--- config.mk ---
export PLATFORM = sky130hd
export DESIGN_NAME = dm_cache_ctrl
export DESIGN_NICKNAME = d
export VERILOG_FILES = /design/src/rtl/dm_cache_ctrl.sv
export SDC_FILE = /design/constraint.sdc
export NUM_CORES = 1
export LEC_CHECK = 0
export CORE_MARGIN = 5
export CORE_UTILIZATION = 44
export CTS_BUF_LIST = sky130_fd_sc_hd__clkbuf_4
export DETAILED_ROUTE_END_ITERATION = 10
export PLACE_DENSITY = 0.74
export SKIP_LAST_GASP = 1
export SYNTH_ARGS = -nofsm -noshare
export SYNTH_HDL_FRONTEND = slang
export SYNTH_SLANG_ARGS = --single-unit
--- constraint.sdc ---
create_clock -name clk -period 5 [get_ports clk]
set_input_delay 1 -clock clk [delete_from_list [all_inputs] [get_ports clk]]
set_output_delay 1 -clock clk [all_outputs]
set_load 0.03 [all_outputs]
--- src/rtl/dm_cache_ctrl.sv ---
// Direct-mapped, write-back, write-allocate cache controller.
// The controller keeps tag/valid/dirty state in registers. An external
// synchronous-read data array holds the lines. A single line-level memory
// port is used for victim write-back and for refill.
module dm_cache_ctrl #(
  parameter int INDEX_LEN  = 4,
  parameter int OFFSET_LEN = 2,
  parameter int TAG_LEN    = 8,
  parameter int WORD_W     = 8,
  localparam int LINE_W    = WORD_W << OFFSET_LEN,
  localparam int ADDR_W    = TAG_LEN + INDEX_LEN + OFFSET_LEN
) (
  input  logic                        clk,
  input  logic                        resetn,
  // CPU side
  input  logic                        cpu_req,
  input  logic                        cpu_we,
  input  logic [ADDR_W-1:0]           cpu_addr,
  input  logic [WORD_W-1:0]           cpu_wdata,
  output logic                        cpu_ready,
  output logic                        cpu_done,
  output logic [WORD_W-1:0]           cpu_rdata,
  // data array port
  output logic                        arr_write,
  output logic [INDEX_LEN-1:0]        arr_index,
  output logic [LINE_W-1:0]           arr_din,
  input  logic [LINE_W-1:0]           arr_dout,
  // line-level memory port
  output logic                        mem_req,
  output logic                        mem_we,
  output logic [TAG_LEN+INDEX_LEN-1:0] mem_addr,
  output logic [LINE_W-1:0]           mem_wdata,
  input  logic                        mem_ack,
  input  logic [LINE_W-1:0]           mem_rdata,
  // statistics
  output logic [15:0]                 miss_count
);

  localparam int LINES = 1 << INDEX_LEN;

  typedef enum logic [2:0] {
    IDLE      = 3'd0,
    LOOKUP    = 3'd1,
    WRITEBACK = 3'd2,
    REFILL    = 3'd3,
    UPDATE    = 3'd4
  } state_t;

  // Extract word 'off' of a line.
  function automatic logic [WORD_W-1:0] get_word(
    input logic [LINE_W-1:0]     line,
    input logic [OFFSET_LEN-1:0] off
  );
    get_word = line[int'(off)*WORD_W +: WORD_W];
  endfunction

  // Replace word 'off' of a line with 'word'.
  function automatic logic [LINE_W-1:0] put_word(
    input logic [LINE_W-1:0]     line,
    input logic [OFFSET_LEN-1:0] off,
    input logic [WORD_W-1:0]     word
  );
    logic [LINE_W-1:0] tmp;
    tmp = line;
    tmp[int'(off)*WORD_W +: WORD_W] = word;
    put_word = tmp;
  endfunction

  state_t                  state_r, state_nxt_s;

  // latched request
  logic [TAG_LEN-1:0]      req_tag_r;
  logic [INDEX_LEN-1:0]    req_idx_r;
  logic [OFFSET_LEN-1:0]   req_off_r;
  logic                    req_we_r;
  logic [WORD_W-1:0]       req_wdata_r;

  // line bookkeeping
  logic [LINES-1:0]        valid_r;
  logic [LINES-1:0]        dirty_r;
  logic [TAG_LEN-1:0]      tag_r [LINES];

  // line buffers
  logic [LINE_W-1:0]       victim_r;
  logic [LINE_W-1:0]       refill_r;

  // registered outputs
  logic                    mem_req_r;
  logic [15:0]             miss_count_r;
  logic                    cpu_done_r;
  logic [WORD_W-1:0]       cpu_rdata_r;

  // combinational helpers
  logic                    hit_s;
  logic                    victim_dirty_s;
  logic                    mem_fire_s;
  logic [LINE_W-1:0]       update_line_s;
  logic                    arr_write_s;
  logic [INDEX_LEN-1:0]    arr_index_s;
  logic [LINE_W-1:0]       arr_din_s;
  logic                    cpu_ready_s;

  // Hit/victim classification and the line written back into the array after refill.
  always_comb begin
    hit_s          = valid_r[req_idx_r] && (tag_r[req_idx_r] == req_tag_r);
    victim_dirty_s = valid_r[req_idx_r] && dirty_r[req_idx_r];
    // An ack only counts while a request is actually outstanding.
    mem_fire_s     = mem_req_r && mem_ack;
    if (req_we_r) begin
      update_line_s = put_word(refill_r, req_off_r, req_wdata_r);
    end else begin
      update_line_s = refill_r;
    end
  end

  // FSM state register.
  always_ff @(posedge clk) begin
    if (!resetn) begin
      state_r <= IDLE;
    end else begin
      state_r <= state_nxt_s;
    end
  end

  // FSM next-state and array-port decode.
  always_comb begin
    state_nxt_s = state_r;
    arr_write_s = 1'b0;
    arr_index_s = req_idx_r;
    arr_din_s   = '0;
    cpu_ready_s = 1'b0;
    case (state_r)
      IDLE: begin
        cpu_ready_s = 1'b1;
        arr_index_s = cpu_addr[OFFSET_LEN +: INDEX_LEN];
        if (cpu_req) begin
          state_nxt_s = LOOKUP;
        end else begin
          state_nxt_s = IDLE;
        end
      end
      LOOKUP: begin
        if (hit_s) begin
          if (req_we_r) begin
            arr_write_s = 1'b1;
            arr_din_s   = put_word(arr_dout, req_off_r, req_wdata_r);
          end else begin
            arr_write_s = 1'b0;
          end
          state_nxt_s = IDLE;
        end else if (victim_dirty_s) begin
          state_nxt_s = WRITEBACK;
        end else begin
          state_nxt_s = REFILL;
        end
      end
      WRITEBACK: begin
        if (mem_fire_s) begin
          state_nxt_s = REFILL;
        end else begin
          state_nxt_s = WRITEBACK;
        end
      end
      REFILL: begin
        if (mem_fire_s) begin
          state_nxt_s = UPDATE;
        end else begin
          state_nxt_s = REFILL;
        end
      end
      UPDATE: begin
        arr_write_s = 1'b1;
        arr_din_s   = update_line_s;
        state_nxt_s = IDLE;
      end
      default: begin
        state_nxt_s = IDLE;
      end
    endcase
  end

  // Control registers: line bookkeeping, memory request, completion and miss count.
  always_ff @(posedge clk) begin
    if (!resetn) begin
      valid_r      <= '0;
      dirty_r      <= '0;
      mem_req_r    <= 1'b0;
      miss_count_r <= 16'd0;
      cpu_done_r   <= 1'b0;
      cpu_rdata_r  <= '0;
    end else begin
      cpu_done_r <= 1'b0;
      case (state_r)
        LOOKUP: begin
          if (hit_s) begin
            cpu_done_r <= 1'b1;
            if (req_we_r) begin
              dirty_r[req_idx_r] <= 1'b1;
            end else begin
              cpu_rdata_r <= get_word(arr_dout, req_off_r);
            end
          end else begin
            if (miss_count_r != 16'hFFFF) begin
              miss_count_r <= miss_count_r + 16'd1;
            end else begin
              miss_count_r <= miss_count_r;
            end
            mem_req_r <= 1'b1;
          end
        end
        WRITEBACK: begin
          // Drop the request after the ack so it is low for at least one cycle.
          if (mem_fire_s) begin
            mem_req_r <= 1'b0;
          end else begin
            mem_req_r <= 1'b1;
          end
        end
        REFILL: begin
          if (!mem_req_r) begin
            mem_req_r <= 1'b1;
          end else if (mem_ack) begin
            mem_req_r <= 1'b0;
          end else begin
            mem_req_r <= 1'b1;
          end
        end
        UPDATE: begin
          valid_r[req_idx_r] <= 1'b1;
          dirty_r[req_idx_r] <= req_we_r;
          cpu_done_r         <= 1'b1;
          if (!req_we_r) begin
            cpu_rdata_r <= get_word(refill_r, req_off_r);
          end else begin
            cpu_rdata_r <= cpu_rdata_r;
          end
        end
        default: begin
          mem_req_r <= 1'b0;
        end
      endcase
    end
  end

  // Datapath registers: request latch, victim/refill buffers and tags (no reset needed, gated by valid).
  always_ff @(posedge clk) begin
    if (state_r == IDLE && cpu_req) begin
      req_tag_r   <= cpu_addr[ADDR_W-1 -: TAG_LEN];
      req_idx_r   <= cpu_addr[OFFSET_LEN +: INDEX_LEN];
      req_off_r   <= cpu_addr[OFFSET_LEN-1:0];
      req_we_r    <= cpu_we;
      req_wdata_r <= cpu_wdata;
    end
    if (state_r == LOOKUP && !hit_s && victim_dirty_s) begin
      victim_r <= arr_dout;
    end
    if (state_r == REFILL && mem_fire_s) begin
      refill_r <= mem_rdata;
    end
    if (state_r == UPDATE && resetn) begin
      tag_r[req_idx_r] <= req_tag_r;
    end
  end

  assign cpu_ready  = cpu_ready_s;
  assign cpu_done   = cpu_done_r;
  assign cpu_rdata  = cpu_rdata_r;
  // A reset cycle must never commit an array write.
  assign arr_write  = arr_write_s & resetn;
  assign arr_index  = arr_index_s;
  assign arr_din    = arr_din_s;
  assign mem_req    = mem_req_r;
  assign mem_we     = (state_r == WRITEBACK);
  assign mem_addr   = (state_r == WRITEBACK) ? {tag_r[req_idx_r], req_idx_r}
                                             : {req_tag_r, req_idx_r};
  assign mem_wdata  = victim_r;
  assign miss_count = miss_count_r;

endmodule
==> run_results.csv <==
group,metric,value,unit
global_routing,grt_pass1_vias,8971,
finish,finalInstanceArea,15700,um^2
die,io_pins,200,
critical_path,critPathTopFamily,"multiplexers",
routing,drt_iter0_markers,807,
finish,post-route-util,0.567,
global_routing,grt_start_max_net_pins,71,
pwr,powerDensity,342,nW/um^2
worst_hold_path,hold_depth,1,
clock_tree,cts_tree,"done",
die,initial_utilization,0.444,
placed_design,dp_hpwl,23.7,mm
global_routing,grt_util_all_layers,0.222,
critical_path,crit_path_end_kind,"output port",
clock_tree,cts_max_level,3,
worst_hold_path,hold_start,"valid_r[3]",
yosys,ys_async_sr_fraction,0,
timing,post-route-min-period,4.74,ns
routing,viasPerCell,5.74,
placed_design,port_buffers,199,
finish,final_cell_mix,"edfxtp_1 (215), clkdlybuf4s50_1 (165), clkbuf_4 (111), nand2_1 (67), dfxtp_1 (64)",
clock_tree,cts_post_setup_buffers_inserted,0,
critical_path,crit_type,"flop to output port",
placed_design,place_area,14700,um^2
clock_tree,hold_buffers,0,
finish,stdcell_count,1521,
clock_tree,clockRootBuffer,"clkbuf_4",
placed_design,dp_slack,0.754,ns
timing,finalHoldViolCount,0,
yosys,yosysWarnings,0,
routing,wl_per_cell,22.9,um
finish,area_growth,27.7,%
die,dieArea,31300,um^2
yosys,synth-edff-count,215,
yosys,ys_ff_latch,280,
timing,max_slew_margin,0.183,
timing,holdWs,0.452,ns
global_routing,overflow,0,
yosys,ys_types,58,
global_routing,antenna_found_initial,1,
timing,tightest_slew,1.22,ns
clock_tree,clk-insertion-delay-late,0.71,ns
finish,nNetsFinal,1182,
yosys,syn_area_per_cell,14.6,um^2
finish,final_common_cell,"edfxtp_1",
pwr,power,5.36,mW
pwr,ir_drop,0.169,mV
routing,totalWireLength,34.8,mm
finish,drive_gt1_frac,0.244,
timing,finalWorstSetupSlack,0.263,ns
timing,tns,0,ns
critical_path,cp_max_fo,30,
placed_design,placedCellCount,1388,
routing,firstDrtPassIters,5,
yosys,postSynthCellCount,838,
clock_tree,cts.sink_count,280,
critical_path,crit_slowest_cell,"mux4_2",
yosys,synthFlopType,"edfxtp_1",
routing,num_vias,8725,
routing,drc_errors,0,
timing,fin_skew,0.0723,ns
worst_hold_path,hold_path_end,"valid_r[3]",
clock_tree,cts_resized,0,
job,cap_violations,0,
finish,multi_input_area,4230,um^2
critical_path,crit_arrival,3.74,ns
critical_path,rrSetupSlack,1.22,ns
timing,fmax,211,MHz
worst_hold_path,hold_class,"flop to flop",
critical_path,worst-path-buf-inv,3,
yosys,synth_nets,935,
clock_tree,path_clk_slew,0.06,ns
die,dieWidth,177,um
status,status,"finished, final reports clean",
placed_design,gp_congestion,0.886,
critical_path,critical-path-max-stage-delay,0.52,ns
yosys,yosysSeqAreaShare,0.632,
die,die_y,177,um
critical_path,crit_path_start_kind,"flop",
critical_path,worst-endpoint-required,4.00,ns
timing,setup_viol,0,
finish,fillers,2288,
pwr,leakage,5.49,nW
critical_path,cp.depth,11,
finish,regArea,7760,um^2
global_routing,grt_pass1_wl,53.0,mm
routing,drtAntennaViolNets,0,
critical_path,crit_chain,"buf_12 > mux4_2 > mux2i_1 > mux2i_1 > xor2_1 > nor4_4 > nand3_4 > buf_4 > o21ai_0 > and2_1 > buf_4",
clock_tree,numCtsBuffers,73,
die,core_area,27600,um^2
clock_tree,clk_path_buf_depth,3,
critical_path,r2r_start,"req_idx_r[1]",
critical_path,reg2regPathDepth,8,
die,rows,61,
critical_path,r2r-end,"cpu_rdata[3]",
timing,finalCritPeriodShare,0.947,
timing,rsz0062_at_grt,"false",
timing,report.final.slew_viol_count,0,
yosys,synth_area,12300,um^2
where the power goes:
group	total [mW]	switching (mW)	internal, mW	leakage, nW
Combinational	0.696	0.378	0.318	2.45
Sequential	2.64	0.0858	2.55	2.47
Clock	2.02	0.948	1.08	0.572
Total	5.36	1.41	3.95	5.49
worst register-to-register path: stages, from the launching register on:
cell	delay (ns)
edfxtp_1	0.84
mux4_2	0.47
mux4_2	0.54
nand3b_1	0.17
nor4_4	0.07
nand3_4	0.16
buf_4	0.20
and2_1	0.93
o221a_1	0.33
cells by family (layout without fill, tap and decap cells):
group	after synthesis	after routing	synth area share
AOI/OAI and AO/OA	185	185	0.116
buffers and inverters	65	369	0.0254
xor gates and xnor gates	6	6	0.00428
other	0	1	0
and+or+nand+nor	197	197	0.0794
DFF	280	280	0.632
muxes	99	99	0.136
adders and majority gates	6	6	0.00612
final cells by class:
| cell class | count | share of cell area |
|---|---|---|
| antenna | 1 | 0.000160 |
| tap | 378 | 0.0302 |
| multi-input combinational | 493 | 0.270 |
| inverter | 6 | 0.00144 |
| sequential | 280 | 0.495 |
| timing repair buffer | 231 | 0.141 |
| clock buffer | 111 | 0.0532 |
| clock inverter | 21 | 0.00871 |
routing by layer:
metal | global-route usage | part of all wire
met5 | 0 | 0
met4 | 0.0738 | 0.026
met3 | 0.0671 | 0.097
met2 | 0.370 | 0.50
met1 | 0.279 | 0.38
cells in the mapped netlist, types with 10 or more instances:
| cell | number | area share |
|---|---|---|
| a22oi_1 | 58 | 0.035 |
| o211ai_1 | 16 | 0.0098 |
| mux4_2 | 53 | 0.097 |
| nand2b_1 | 12 | 0.0061 |
| nand2_1 | 68 | 0.021 |
| o21ai_0 | 14 | 0.0057 |
| nand3_1 | 28 | 0.011 |
| o31ai_2 | 10 | 0.010 |
| edfxtp_1 | 215 | 0.53 |
| o22ai_1 | 29 | 0.015 |
| mux2_2 | 13 | 0.012 |
| clkbuf_1 | 38 | 0.012 |
| mux2i_1 | 33 | 0.027 |
| dfxtp_1 | 65 | 0.11 |
| a21o_1 | 17 | 0.010 |
| nor2_1 | 33 | 0.010 |
worst max-delay path by stage:
stage	from	endpoint	slack (ns)
2_1_floorplan	req_idx_r[0]	mem_wdata[0]	0.90
3_3_place_gp	flop	arr_write	0.86
3_5_place_dp	flop	arr_write	0.75
4_1_cts	flop	arr_write	0.02
5_1_grt	flop	arr_write	0.005
6_report	flop	arr_write	0.26
state kept, by name, indices dropped and copies added (netlist names), named ones only:
signal,flops
req_wdata_r,8
mem_req,1
refill_r,32
mem_wdata,32
req_idx_r,4
miss_count,16
dirty_r,16
tag_r,128
state_r,3
cpu_rdata,8
req_tag_r,8
cpu_done,1
req_we_r,1
valid_r,16
req_off_r,2
Power figures use the tool's default switching activity.
